===== config.mk =====
export PLATFORM = sky130hd
export DESIGN_NAME = bcd_seg_scan_flat
export DESIGN_NICKNAME = d
export VERILOG_FILES = /design/src/rtl/bcd_seg_scan_if.sv /design/src/rtl/bcd_seg_scan.sv /design/src/flat_wrapper.sv
export SDC_FILE = /design/constraint.sdc
export NUM_CORES = 1
export LEC_CHECK = 0
export BUFFER_PORTS_ARGS = -buffer_cell sky130_fd_sc_hd__buf_2
export CORE_MARGIN = 1.5
export CORE_UTILIZATION = 60
export DETAILED_ROUTE_END_ITERATION = 8
export PLACE_DENSITY = 0.81
export SLEW_MARGIN = 20
export SYNTH_ARGS = -nofsm -noshare
export SYNTH_HDL_FRONTEND = slang
export SYNTH_SLANG_ARGS = --single-unit

===== constraint.sdc =====
create_clock -name clk -period 7.8 [get_ports clk]
set_input_delay 1.56 -clock clk [delete_from_list [all_inputs] [get_ports clk]]
set_output_delay 1.56 -clock clk [all_outputs]
set_load 0.01 [all_outputs]

===== src/rtl/bcd_seg_scan_if.sv =====
// Bus bundle between the BCD datapath and the seven-segment scanner.
// The datapath side (master) drives the packed BCD word, its capture strobe,
// the decimal-point mask and the blanking enable. The scanner side (slave)
// drives the active-low display pins and the frame pulse.
interface bcd_seg_scan_if;
  logic [31:0] bcd;
  logic        bcd_valid;
  logic [7:0]  dp_mask;
  logic        lz_en;
  logic [7:0]  an_n;
  logic [7:0]  seg_n;
  logic        frame_done;

  modport master (
    output bcd, bcd_valid, dp_mask, lz_en,
    input  an_n, seg_n, frame_done
  );

  modport slave (
    input  bcd, bcd_valid, dp_mask, lz_en,
    output an_n, seg_n, frame_done
  );
endinterface


===== src/rtl/bcd_seg_scan.sv =====
// Eight-digit common-anode seven-segment scanner for a packed BCD word.
// New words are captured into a pending register and only promoted to the
// displayed (shadow) register when the digit index wraps 7->0, so a frame is
// never drawn from two different words. Leading zeros can be blanked, each
// digit has its own decimal point, and nibbles 10..15 are shown as a dash.
module bcd_seg_scan #(
  parameter int SCAN_DIV = 100000,
  parameter int CNT_W    = 20
) (
  input logic            clk,
  input logic            rst,
  bcd_seg_scan_if.slave  bus
);

  localparam logic [CNT_W-1:0] CNT_MAX = CNT_W'(SCAN_DIV - 1);

  // Active-high glyph {g,f,e,d,c,b,a}; anything above 9 renders as a dash.
  function automatic logic [6:0] seg_decode(input logic [3:0] nib);
    logic [6:0] g;
    case (nib)
      4'd0:    g = 7'h3F;
      4'd1:    g = 7'h06;
      4'd2:    g = 7'h5B;
      4'd3:    g = 7'h4F;
      4'd4:    g = 7'h66;
      4'd5:    g = 7'h6D;
      4'd6:    g = 7'h7D;
      4'd7:    g = 7'h07;
      4'd8:    g = 7'h7F;
      4'd9:    g = 7'h6F;
      default: g = 7'h40;
    endcase
    return g;
  endfunction

  // Bit k set means digit k must stay lit under leading-zero blanking: some
  // digit at k or above is non-zero or carries a decimal point. Digit 0 is
  // always lit so a zero value still shows "0".
  function automatic logic [7:0] keep_mask(input logic [31:0] v, input logic [7:0] dp);
    logic [7:0] m;
    logic       seen;
    m    = 8'h00;
    seen = 1'b0;
    for (int k = 7; k >= 0; k--) begin
      seen = seen | (v[4*k +: 4] != 4'd0) | dp[k];
      m[k] = seen;
    end
    m[0] = 1'b1;
    return m;
  endfunction

  logic [CNT_W-1:0] cnt_r;
  logic [2:0]       idx_r;
  logic [31:0]      pend_bcd_r;
  logic [7:0]       pend_dp_r;
  logic             pend_flag_r;
  logic [31:0]      shadow_bcd_r;
  logic [7:0]       shadow_dp_r;
  logic [7:0]       an_n_r;
  logic [7:0]       seg_n_r;
  logic             frame_done_r;

  logic             wrap_s;
  logic             boundary_s;
  logic [7:0]       keep_s;
  logic [3:0]       cur_nib_s;
  logic             cur_dp_s;
  logic             blank_s;
  logic [7:0]       an_next_s;
  logic [7:0]       seg_next_s;

  assign wrap_s     = (cnt_r == CNT_MAX);
  assign boundary_s = wrap_s & (idx_r == 3'd7);

  // Decode the digit currently selected by the index from the shadow word.
  always_comb begin
    keep_s     = keep_mask(shadow_bcd_r, shadow_dp_r);
    cur_nib_s  = shadow_bcd_r[{idx_r, 2'b00} +: 4];
    cur_dp_s   = shadow_dp_r[idx_r];
    blank_s    = bus.lz_en & ~keep_s[idx_r];
    an_next_s  = ~(8'h01 << idx_r);
    if (blank_s) begin
      seg_next_s = 8'hFF;
    end else begin
      seg_next_s = ~{cur_dp_s, seg_decode(cur_nib_s)};
    end
  end

  // Slot counter and digit index: exact wrap at SCAN_DIV-1, index mod 8.
  always_ff @(posedge clk or posedge rst) begin
    if (rst) begin
      cnt_r <= {CNT_W{1'b0}};
      idx_r <= 3'd0;
    end else if (wrap_s) begin
      cnt_r <= {CNT_W{1'b0}};
      idx_r <= idx_r + 3'd1;
    end else begin
      cnt_r <= cnt_r + CNT_W'(1);
    end
  end

  // Capture into pending; promote pending to shadow only at the frame edge.
  // A strobe on the boundary cycle refills pending while shadow takes the
  // older pending value, so the new word waits one more frame.
  always_ff @(posedge clk or posedge rst) begin
    if (rst) begin
      pend_bcd_r   <= 32'h0000_0000;
      pend_dp_r    <= 8'h00;
      pend_flag_r  <= 1'b0;
      shadow_bcd_r <= 32'h0000_0000;
      shadow_dp_r  <= 8'h00;
    end else begin
      if (boundary_s && pend_flag_r) begin
        shadow_bcd_r <= pend_bcd_r;
        shadow_dp_r  <= pend_dp_r;
      end
      if (bus.bcd_valid) begin
        pend_bcd_r  <= bus.bcd;
        pend_dp_r   <= bus.dp_mask;
        pend_flag_r <= 1'b1;
      end else if (boundary_s) begin
        pend_flag_r <= 1'b0;
      end
    end
  end

  // Register the display pins and the frame pulse.
  always_ff @(posedge clk or posedge rst) begin
    if (rst) begin
      an_n_r       <= 8'hFF;
      seg_n_r      <= 8'hFF;
      frame_done_r <= 1'b0;
    end else begin
      an_n_r       <= an_next_s;
      seg_n_r      <= seg_next_s;
      frame_done_r <= boundary_s;
    end
  end

  assign bus.an_n       = an_n_r;
  assign bus.seg_n      = seg_n_r;
  assign bus.frame_done = frame_done_r;

endmodule


===== src/flat_wrapper.sv =====
// flat-port wrapper written by rule: the top's interface ports become plain ports
module bcd_seg_scan_flat 
#(
  parameter int SCAN_DIV = 100000,
  parameter int CNT_W    = 20
)
  (clk, rst, bus_bcd, bus_bcd_valid, bus_dp_mask, bus_lz_en, bus_an_n, bus_seg_n, bus_frame_done);
  bcd_seg_scan_if bus_i ();
  input logic clk;
  input logic rst;
  input wire logic [$bits(bus_i.bcd)-1:0] bus_bcd;
  input wire logic [$bits(bus_i.bcd_valid)-1:0] bus_bcd_valid;
  input wire logic [$bits(bus_i.dp_mask)-1:0] bus_dp_mask;
  input wire logic [$bits(bus_i.lz_en)-1:0] bus_lz_en;
  output wire logic [$bits(bus_i.an_n)-1:0] bus_an_n;
  output wire logic [$bits(bus_i.seg_n)-1:0] bus_seg_n;
  output wire logic [$bits(bus_i.frame_done)-1:0] bus_frame_done;
  assign bus_i.bcd = bus_bcd;
  assign bus_i.bcd_valid = bus_bcd_valid;
  assign bus_i.dp_mask = bus_dp_mask;
  assign bus_i.lz_en = bus_lz_en;
  assign bus_an_n = bus_i.an_n;
  assign bus_seg_n = bus_i.seg_n;
  assign bus_frame_done = bus_i.frame_done;
  bcd_seg_scan #(.SCAN_DIV(SCAN_DIV), .CNT_W(CNT_W)) u_core (.clk(clk), .rst(rst), .bus(bus_i));
endmodule

Word level (Yosys, flattened, before mapping)

Memory sizes are Yosys's and may differ from the RTL's.
Cells that the tools add are included.

Flip-flop bits (word level): 121
Bits in latches: 0
Bits in writable memories: 0
ROM bits: 112
Input bits: 44
Output and inout port bits: 17
Word-level logic and storage cells: 54
Memories: 1

Add/sub/neg operators: 2
$mul: 0
Divide/modulo/power cells: 0
Magnitude comparators: 1
Equality and inequality tests: 2
Shift-type cells: 2
Mux-type cells: 9
Bitwise gates (word level): 18
Reduce and logical (&&, ||, !) cells: 9

Memories:

| memory           | words | bits a word | read ports | clocked after Yosys merged registers in | wr ports | line               | RTL |
|---|---|---|---|---|---|---|---|
| (name not given) | 16    | 7           | 1          | 0                                       | 0        | bcd_seg_scan.sv:20 | `case (nib)` |

Operator list:

| operator              | count |
|---|---|
| $shiftx 32x6->4       | 1 |
| $reduce_bool 4->1     | 7 |
| $add 20x1->20 const B | 1 |
| $eq 20x17->1 const B  | 1 |
| $mux 20               | 1 |
| $not 8->8             | 2 |
| $or 1x1->1            | 13 |
| $mux 8                | 1 |
| $shl 1x3->8 const A   | 1 |
| $mux 7                | 1 |
| $bmux 1 s3            | 2 |
| $lt 3x4->1 const B    | 1 |
| $mux 1                | 4 |
| $add 3x1->3 const B   | 1 |
| $eq 3x3->1 const B    | 1 |
| $and 1x1->1           | 2 |
| $reduce_bool 2->1     | 1 |
| $logic_and 1x1->1     | 1 |
| $not 1->1             | 1 |

Logic depth before layout (Yosys ltp)

Gate-level depths: netlist of run 1.

Word-level depth: 21
Mapped depth: 11
Gate-level depth less buffers: 9

Worst setup path before layout of run 1

Ideal clock, no wire load.

Path type: in2reg
Start: input port bus_bcd_valid
End: register u_core.pend_bcd_r[0]
Library setup time: 0.125 ns
Arrival: 2.424 ns
Data required time: 7.675 ns
Setup slack: 5.251 ns
Stages: 3
Path buffers: 2
Cell sequence: clkbuf_1 > clkbuf_1 > mux2_2

RTL lines:

| element              | line                | RTL |
|---|---|---|
| start, declared      | flat_wrapper.sv:12  | `input wire logic [$bits(bus_i.bcd_valid)-1:0] bus_bcd_valid;` |
| end signal, assigned | bcd_seg_scan.sv:118 | `pend_bcd_r <= bus.bcd;` |
| end, declared        | bcd_seg_scan.sv:54  | `logic [31:0] pend_bcd_r;` |

No word-level cell between the ends.

Worst setup path after layout of run 1

Start: register u_core.idx_r[0]
End: register u_core.shadow_bcd_r[17]

Cells in the longest elaborated chain, start to end: 3

Ends and longest elaborated chain:

| element                | line                | RTL |
|---|---|---|
| start, declared        | bcd_seg_scan.sv:53  | `logic [2:0] idx_r;` |
| start signal, assigned | bcd_seg_scan.sv:96  | `idx_r <= idx_r + 3'd1;` |
| $eq 3x3->1             | bcd_seg_scan.sv:73  | `assign boundary_s = wrap_s & (idx_r == 3'd7);` |
| $and 1x1->1            | bcd_seg_scan.sv:73  |  |
| $logic_and 1x1->1      | bcd_seg_scan.sv:113 | `if (boundary_s && pend_flag_r) begin` |
| end signal, assigned   | bcd_seg_scan.sv:114 | `shadow_bcd_r <= pend_bcd_r;` |
| end, declared          | bcd_seg_scan.sv:57  | `logic [31:0] shadow_bcd_r;` |

No other way between the ends.
A chain may end at the register's enable or synchronous reset.

==> results of run 1 <==
## worst max-delay path, delay by kind of cell (launching register included)
kind	cells	cell delay, ps
adder cells (fa/ha/maj)	2	460
buffers and inverters	2	720
flip-flops	1	840
multiplexers	1	360
AND/OR/NAND/NOR	1	270
## final cells by class
| cell class | instances | area [sq um] |
|---|---|---|
| flip-flops and latches | 121 | 3050 |
| fillers | 561 | 2340 |
| multi-input cells | 226 | 2250 |
| clock buffers | 18 | 418 |
| repair buffers | 62 | 319 |
| clock inverters | 14 | 186 |
| well taps | 108 | 135 |
| inverters | 17 | 66.3 |
## power by group through the flow
| stage | logic, mW | registers (mW) | clock network (mW) |
|---|---|---|---|
| 2_1_floorplan | 0.0354 | 0.667 | 0 |
| 3_3_place_gp | 0.0505 | 0.672 | 0 |
| 3_5_place_dp | 0.0525 | 0.672 | 0 |
| 4_1_cts | 0.0531 | 0.662 | 0.799 |
| 5_1_grt | 0.0589 | 0.664 | 0.832 |
| 6_report | 0.0519 | 0.662 | 0.786 |
## per-layer routing
layer	wire (um)	vias up
met2	4950	78
li1	-	1481
met5	0	-
met3	405	8
met4	91	0
met1	4460	1626
## logic make-up (layout without fill, tap and decap cells)
family,after synthesis,after routing,share of synthesized area [%]
AND/OR/NAND/NOR,76,76,7.75
flip-flops,121,121,55.7
adder cells (fa/ha/maj),12,12,2.74
multiplexers,99,99,25.5
buffers and inverters,33,111,3.31
XOR/XNOR,19,19,3.04
AO/OA/AOI/OAI,20,20,2.03
## final timing paths
kind                                  from                       to  slack (ps)  depth (start not counted)
max in group asynchronous              rst          u_core.cnt_r[3]        5650                          3
hold reg to reg            u_core.cnt_r[0]          u_core.cnt_r[0]         460                          1
setup reg to reg           u_core.idx_r[0]  u_core.shadow_bcd_r[17]        5000                          6
min in group asynchronous              rst     u_core.pend_bcd_r[1]        1040                          2
setup / recovery           u_core.idx_r[0]  u_core.shadow_bcd_r[17]        5000                          6
hold / removal             u_core.cnt_r[0]          u_core.cnt_r[0]         460                          1
## cells in the final DEF (no fill, tap or decap), drive strengths merged
| cell type | netlist | layout |
|---|---|---|
| buf | 11 | 62 |
| nor4 | 7 | 7 |
| and3 | 2 | 2 |
| a21oi | 4 | 4 |
| o32ai | 1 | 1 |
| nand3 | 8 | 8 |
| clkinv | 0 | 3 |
| clkbuf | 5 | 18 |
| nor4b | 4 | 4 |
| nor3 | 4 | 4 |
| clkinvlp | 0 | 2 |
| mux2i | 6 | 6 |
| a31oi | 2 | 2 |
| xor2 | 4 | 4 |
| nor2 | 16 | 16 |
| nand2b | 1 | 1 |
| nand4b | 2 | 2 |
| mux4 | 10 | 10 |
| nand2 | 17 | 17 |
| xnor2 | 15 | 15 |
| or4 | 1 | 1 |
| nand4 | 7 | 7 |
| nor2b | 1 | 1 |
| o21bai | 1 | 1 |
| dfrtp | 105 | 105 |
| dfstp | 16 | 16 |
| o22ai | 2 | 2 |
| ha | 12 | 12 |
| nor3b | 1 | 1 |
| and2 | 4 | 4 |
| inv | 17 | 23 |
| mux2 | 83 | 83 |
| bufinv | 0 | 3 |
| and4 | 1 | 1 |
| o21ai | 10 | 10 |
## sequential cells by signal, indices dropped and copies added, names as in the netlist
name / flops
u_core.bus.an_n: 8
u_core.bus.frame_done: 1
u_core.bus.seg_n: 8
u_core.cnt_r: 20
u_core.idx_r: 3
u_core.pend_bcd_r: 32
u_core.pend_dp_r: 8
u_core.pend_flag_r: 1
u_core.shadow_bcd_r: 32
u_core.shadow_dp_r: 8
## per-stage QoR
stage	worst slack (ps)	utilization, %
floorplan	3050	-
global placement	4780	66.3
detailed placement	4720	66.3
CTS	4970	73.2
global route	4780	73.3
finish	5000	73.3
## cell usage after synthesis, drive strengths merged, types with 4 or more instances
cell / number
xnor2: 15
a21oi: 4
buf: 11
dfstp: 16
mux4: 10
and2: 4
nor4: 7
dfrtp: 105
inv: 17
xor2: 4
mux2: 83
nand2: 17
clkbuf: 5
o21ai: 10
nor3: 4
ha: 12
mux2i: 6
nand4: 7
nand3: 8
nor2: 16
nor4b: 4
==> impl_metrics.yaml, run 1 <==
run_status:
  run_status: "finished, final reports clean"
yosys:
  postSynth.topFlopCell: "dfrtp_1"
  leading_cell_types_by_total_area_after_synthesis: "dfrtp_1, mux2_4, mux2_2, dfstp_2, mux4_2"
  synth_area_leader_cell: "dfrtp_1"
  post_synth_instance_area_sq_mm: 0.00548
  synth_async_sr_flop_share_pct: 100
  synth_area_per_cell_sq_um: 14.4
  synth_fp_nets: 436
  synth-edff-count: 0
  ys_seq_elements: 121
  synthCells: 380
  synth-warning-count: 0
  synth.top_cell.area_share_pct: 48.0
  synth_cell_types: 39
  synth.yosys.seq_area_share_pct: 55.7
die:
  floorplan.die.width_um: 98.5
  chipHeight_um: 98.5
  design.portCount: 61
  core_area_sq_mm: 0.00876
  design.die.area_sq_mm: 0.00971
  initial_core_utilization_pct: 62.5
  num_rows: 34
clock_network:
  number_of_buffers_created_by_cts: 17
  clkSinkCount: 121
  ctsLongestPathBuffers: 2
  cts.htree.levels: 4
  cts.clk_slew.worst_paths_ps: 60
  cts-root-buf: "clkbuf_8"
  cts_resized: 0
  cts_tree: "done"
  hold_buffers: 0
  worst_skew_pair.late_latency_ps: 510
  post_cts.repair.setup_buffers: 0
critical_path:
  critical-path-slowest-cell: "dfrtp_1"
  cp_data_arrival_time_ps: 3190
  crit_path_cell_trace: "ha_1, ha_1, inv_1, nor4_4, buf_4, mux2_4"
  timing.critical_path.from_type: "register"
  endpoint_kind: "register"
  cp.required_ps: 8190
  critPathMostFrequentCell: "ha_1"
  timing.critical_path.slowest_cell_delay_ps: 840
  path_max_fanout: 40
  worstSetupPathType: "register to register"
job:
  maxCapViolations: 0
worst_hold_path:
  hold_path.class: "register to register"
route:
  drt_iter0_drc: 141
  drt.antenna.violating_nets: 0
  drc: 0
  drt_wl_total_um: 9910
  via_count: 3193
  wl_per_cell_um: 17.5
  drt_pass_1_iters: 7
  vias_per_cell: 5.64
layout:
  drive_above_1_share_pct: 45.2
  final-instance-count-excl-fill: 566
  area_growth_syn_to_layout_pct: 17.2
  ant_diodes: 0
  design_area_sq_mm: 0.00642
  design.final.nets: 501
power:
  p_comb_share_pct: 3.5
  power.switching_mw: 0.328
  cell_internal_pwr_mw: 1.17
  finalPower_mw: 1.50
  netSwitchingFraction_pct: 21.9
  leak_pwr_nw: 2.93
  share_seq_of_total_power_pct: 44.1
  share_clk_of_total_power_pct: 52.4
  p_per_area_mw_per_mm2: 234
  power.ir.vdd_worst_v: 0.000131
global_route:
  grt_pass1_wl_um: 17200
  grt_max_degree: 93
  global_route.usage.met1_pct: 30.7
  met3_usage_in_global_routing_pct: 6.52
  vias_in_the_first_global_route: 3419
  globalRouteTotalUtil_pct: 22.7
  global_route.peak_usage_layer: "met2"
  grt-ovfl-total: 0
  antenna_violations_before_repair: 0
  grt_use_met2_pct: 35.9
timing:
  unrepaired_setup_endpoints_after_global_routing: "false"
  final-setup-viol-count: 0
  timing.hold.ws_ps: 459
  fin_setup_tns_ps: 0
  worst_pin_slew_ps: 971
  final-hold-violation-count: 0
  skew_ps: 9.29
  timing.final.crit_period_ps: 2800
  max_slew_margin_pct: 34.7
  finalCritPeriodShare_pct: 35.9
  timing_max_transition_violations_final: 0
  max_freq_mhz: 357
placement:
  placed_standard_cell_area_sq_mm: 0.00581
  gp_congestion: 0.823
  dp.cells: 534
  dp_hpwl_um: 6550
  port_buffers: 60
(Power assumes the default switching activity.)
==> run 2: changes to the inputs <==
ABC_AREA = 1   (was not set)
CORE_UTILIZATION = 53   (was 60)
PLACE_DENSITY = 0.76   (was 0.81)
clock period = 2.42 ns   (was 7.8 ns; I/O delays follow)
==> impl_metrics.yaml, run 2 <==
yosys:
  synth_async_sr_flop_share_pct: 100
  synth_area_leader_cell: "dfrtp_1"
  postSynth.topFlopCell: "dfrtp_1"
  synth_commonest_cells: "nand2_1, dfrtp_1, inv_1"
  synth.top_cell.area_share_pct: 45.8
  yosys.cell_count.top_type: "nand2_1"
  synth-edff-count: 0
  synthCells: 706
  post_synth_instance_area_sq_mm: 0.00574
  synth-warning-count: 0
  leading_cell_types_by_total_area_after_synthesis: "dfrtp_1, nand2_1, dfstp_2, nand4_1, nand3_1"
  synth_cell_types: 30
  synth_fp_nets: 762
  synth_area_per_cell_sq_um: 8.12
  synth.yosys.seq_area_share_pct: 53.1
  ys_seq_elements: 121
clock_network:
  cts.clk_slew.worst_paths_ps: 60
  clkSinkCount: 121
  cts.htree.levels: 4
  post_cts.repair.setup_buffers: 0
  cts_resized: 0
  cts_tree: "done"
  ctsLongestPathBuffers: 2
  number_of_buffers_created_by_cts: 17
  hold_buffers: 0
  cts-root-buf: "clkbuf_8"
  worst_skew_pair.late_latency_ps: 520
power:
  p_per_area_mw_per_mm2: 743
  share_clk_of_total_power_pct: 54.8
  p_comb_share_pct: 3.1
  leak_pwr_nw: 3.64
  share_seq_of_total_power_pct: 42.1
  netSwitchingFraction_pct: 21.0
  cell_internal_pwr_mw: 3.98
  power.switching_mw: 1.06
  power.ir.vdd_worst_v: 0.000606
critical_path:
  critical-path-slowest-cell: "dfrtp_1"
  timing.critical_path.from_type: "register"
  critPathMostFrequentCell: "nand3_1"
  cp.required_ps: 2860
  worstSetupPathType: "register to register"
  crit_path_cell_trace: "inv_2, buf_4, nor2_1, o22ai_1, nand2_1, o21ai_0, inv_1, ha_1, nand3_1, nand3_1, nand3_1"
  path_max_fanout: 11
  timing.critical_path.slowest_cell_delay_ps: 490
  cp_data_arrival_time_ps: 2570
  endpoint_kind: "register"
timing:
  final-setup-viol-count: 0
  skew_ps: 9.71
  finalCritPeriodShare_pct: 88.2
  final-hold-violation-count: 0
  worst_pin_slew_ps: 645
  unrepaired_setup_endpoints_after_global_routing: "false"
  timing.final.crit_period_ps: 2140
  max_freq_mhz: 468
  max_slew_margin_pct: 57.0
  timing_max_transition_violations_final: 0
  fin_setup_tns_ps: 0
  postLayoutSetupSlackWorst_ps: 285
global_route:
  grt_pass1_wl_um: 21200
  antenna_violations_before_repair: 0
  grt_max_degree: 122
  globalRouteTotalUtil_pct: 23.8
  grt-ovfl-total: 0
  vias_in_the_first_global_route: 4559
die:
  core_area_sq_mm: 0.0104
  chipHeight_um: 107
  design.die.area_sq_mm: 0.0115
  floorplan.die.width_um: 107
  design.portCount: 61
  initial_core_utilization_pct: 55.1
  num_rows: 37
layout:
  commonest_non_fill_non_tap_cell_in_the_layout: "nand2_1"
  multi_input_area_sq_mm: 0.00227
  most_frequent_cells_in_the_layout: "nand2_1, dfrtp_1, buf_2"
  final.fill_count: 888
  drive_above_1_share_pct: 16.5
  ant_diodes: 0
  reg_top3: "u_core.pend_bcd_r (32), u_core.shadow_bcd_r (32), u_core.cnt_r (20)"
  seqCellArea_sq_mm: 0.00305
  design.final.nets: 818
  area_growth_syn_to_layout_pct: 18.2
worst_hold_path:
  hold_path.class: "input port to async pin"
route:
  drt_iter0_drc: 300
  drt.antenna.violating_nets: 0
  drt_wl_total_um: 12500
  drc: 0
  vias_per_cell: 5.18
  drt_pass_1_iters: 4
  wl_per_cell_um: 13.7
  via_count: 4717
job:
  maxCapViolations: 0
placement:
  port_buffers: 60
  gp_congestion: 0.950
  dp_hpwl_um: 8460
  post-place-ws_ps: 297
run_status:
  run_status: "finished, final reports clean"
[run 2: power by group through the flow]
stage / combinational [mW] / clock, mW / sequential, mW
after floorplan: 0.0997 / 0 / 2.14
after global placement: 0.156 / 0 / 2.15
after detailed placement: 0.161 / 0 / 2.15
after CTS: 0.163 / 2.80 / 2.12
after global routing: 0.188 / 2.89 / 2.13
final: 0.157 / 2.76 / 2.12
[run 2: stage by stage]
stage	instances	hold slack, ps	utilization, %	power, mW	cell area [sq um]
2_1_floorplan	706	430	-	2.24	5740
6_report	911	106	65.1	5.04	6780
5_1_grt	911	151	65.1	5.20	6780
3_5_place_dp	879	453	58.8	2.32	6120
4_1_cts	911	130	65.1	5.09	6780
3_3_place_gp	879	444	58.8	2.31	6120
[run 2: critical path: cells and delay by family (launching register included)]
kind            cells  cell delay [ps]
buf+inv             3              530
flops               1              490
simple gates        5              390
compound gates      2              330
fa+ha+maj           1              300
[run 2: per-layer routing]
layer	routed length (um)	track usage [%]	vias up
met4	256	9.81	0
met3	642	6.81	20
li1	-	-	2353
met2	5880	36.9	130
met5	0	0	-
met1	5690	31.4	2214
[run 2: cell families (layout without fill, tap and decap cells)]
group | count (synthesis) | in the layout | share of synthesized area (%)
AOI/OAI and AO/OA | 24 | 24 | 2.27
and+or+nand+nor | 440 | 440 | 32.6
xor gates and xnor gates | 14 | 14 | 2.14
adders and majority gates | 12 | 12 | 2.62
buffers and inverters | 95 | 164 | 7.26
DFF | 121 | 121 | 53.1
[run 2: final timing paths]
kind,cells after the start,to,from,slack [ps]
max in group asynchronous,3,u_core.pend_bcd_r[21],rst,1810
max,11,u_core.bus.seg_n[3],u_core.idx_r[0],280
min reg2reg,1,u_core.cnt_r[0],u_core.cnt_r[0],460
min in group clk,3,u_core.pend_bcd_r[23],bus_bcd[23],160
max reg2reg,11,u_core.bus.seg_n[3],u_core.idx_r[0],280
min,3,u_core.pend_bcd_r[13],rst,110
[run 2: cell type report]
cell class | count | area share (%)
sequential | 121 | 45.0
multi-input combinational | 490 | 33.5
clock buffer | 19 | 6.51
timing repair buffer | 73 | 6.05
inverter | 59 | 3.32
clock inverter | 13 | 3.16
tap | 136 | 2.51
==> run 3: changes to the inputs <==
CORE_UTILIZATION = 60   (was 53)
PLACE_DENSITY = 0.81   (was 0.76)
clock period = 2.5 ns   (was 2.42 ns; I/O delays follow)
==> impl_metrics.yaml, run 3 (synthesized netlist as in run 2, its figures left out) <==
critical_path:
  timing.critical_path.from_type: "register"
  cp_data_arrival_time_ps: 2660
  cp.required_ps: 2900
  worstSetupPathType: "register to register"
  path_max_fanout: 40
  timing.critical_path.slowest_cell_delay_ps: 540
  critical-path-slowest-cell: "dfrtp_1"
  crit_path_cell_trace: "buf_4, ha_1, ha_1, nand3_4, nand2_1, nand2_1"
  flop_to_flop_setup_slack_ps: 240
  endpoint_kind: "register"
global_route:
  grt_max_degree: 122
  vias_in_the_first_global_route: 4679
  grt-ovfl-total: 0
  grt_pass1_wl_um: 21500
  antenna_violations_before_repair: 0
  globalRouteTotalUtil_pct: 27.2
clock_network:
  clkSinkCount: 121
  number_of_buffers_created_by_cts: 17
  cts_tree: "done"
  cts-root-buf: "clkbuf_8"
  hold_buffers: 0
  cts.clk_slew.worst_paths_ps: 60
  cts.htree.levels: 4
  ctsLongestPathBuffers: 2
  cts_resized: 0
  worst_skew_pair.late_latency_ps: 520
  post_cts.repair.setup_buffers: 0
power:
  power.ir.vdd_worst_v: 0.000589
  leak_pwr_nw: 3.59
  p_per_area_mw_per_mm2: 681
  finalPower_mw: 4.56
route:
  drt_iter0_drc: 296
  drt_wl_total_um: 12500
  via_count: 4698
  wl_per_cell_um: 13.9
  drc: 0
  vias_per_cell: 5.20
  drt.antenna.violating_nets: 0
  drt_pass_1_iters: 5
placement:
  placed_standard_cell_area_sq_mm: 0.00612
  post-place-ws_ps: 285
  gp_congestion: 0.912
  dp.cells: 871
  port_buffers: 60
  dp_hpwl_um: 8320
timing:
  postLayoutSetupSlackWorst_ps: 243
  final-hold-violation-count: 0
  timing.final.crit_period_ps: 2260
  worst_pin_slew_ps: 770
  max_slew_margin_pct: 48.7
  timing_max_transition_violations_final: 0
  timing.hold.ws_ps: 102
  skew_ps: 7.39
  fin_setup_tns_ps: 0
  max_freq_mhz: 443
  unrepaired_setup_endpoints_after_global_routing: "false"
  final-setup-viol-count: 0
  finalCritPeriodShare_pct: 90.3
layout:
  design_area_sq_mm: 0.00670
  final.fill_count: 730
  fin_util_pct: 72.5
  area_growth_syn_to_layout_pct: 16.8
  multi_input_area_sq_mm: 0.00227
  final-instance-count-excl-fill: 903
  ant_diodes: 0
  reg_top3: "u_core.pend_bcd_r (32), u_core.shadow_bcd_r (32), u_core.cnt_r (20)"
  seqCellArea_sq_mm: 0.00305
  design.final.nets: 817
  most_frequent_cells_in_the_layout: "nand2_1, dfrtp_1, buf_2"
  drive_above_1_share_pct: 16.3
  commonest_non_fill_non_tap_cell_in_the_layout: "nand2_1"
die:
  design.die.area_sq_mm: 0.0102
  initial_core_utilization_pct: 62.1
  core_area_sq_mm: 0.00924
  design.portCount: 61
  num_rows: 35
  chipHeight_um: 101
  floorplan.die.width_um: 101
run_status:
  run_status: "finished, final reports clean"
worst_hold_path:
  hold_path.class: "input port to async pin"
job:
  maxCapViolations: 0
[run 3: worst paths after layout]
path / endpoint / cells past startpoint / start
min: u_core.pend_bcd_r[6] / 3 / rst
min in group clk: u_core.pend_bcd_r[24] / 3 / bus_bcd[24]
max: u_core.shadow_bcd_r[15] / 6 / u_core.idx_r[0]
max in group asynchronous: u_core.pend_bcd_r[28] / 3 / rst
min reg2reg: u_core.cnt_r[0] / 1 / u_core.cnt_r[0]
max reg2reg: u_core.shadow_bcd_r[15] / 6 / u_core.idx_r[0]
[run 3: worst max-delay path, delay by kind of cell (launching register included)]
family | cells | cell delay [ps]
AND/OR/NAND/NOR | 3 | 710
adder cells (fa/ha/maj) | 2 | 590
flip-flops | 1 | 540
buffers and inverters | 1 | 290
[run 3: final cells by class]
type                            count  area share, %
Multi-Input combinational cell    490           33.9
Inverter                           59           3.36
Sequential cell                   121           45.5
Timing Repair Buffer               72           6.20
Clock buffer                       19           6.45
Tap cell                          129           2.41
Clock inverter                     13           2.15
[run 3: layer usage]
metal	track usage, %	vias up	wire [um]
li1	-	2341	-
met2	43.7	136	6120
met3	7.14	14	667
met1	35.5	2207	5600
met5	0	-	0
met4	10.7	0	133
[run 3: report_power, final]
part	switching (mW)	internal (mW)	leakage (nW)
logic	0.0966	0.0561	1.78
clock network	0.903	1.45	0.271
registers	0.0356	2.02	1.54
total	1.04	3.53	3.59
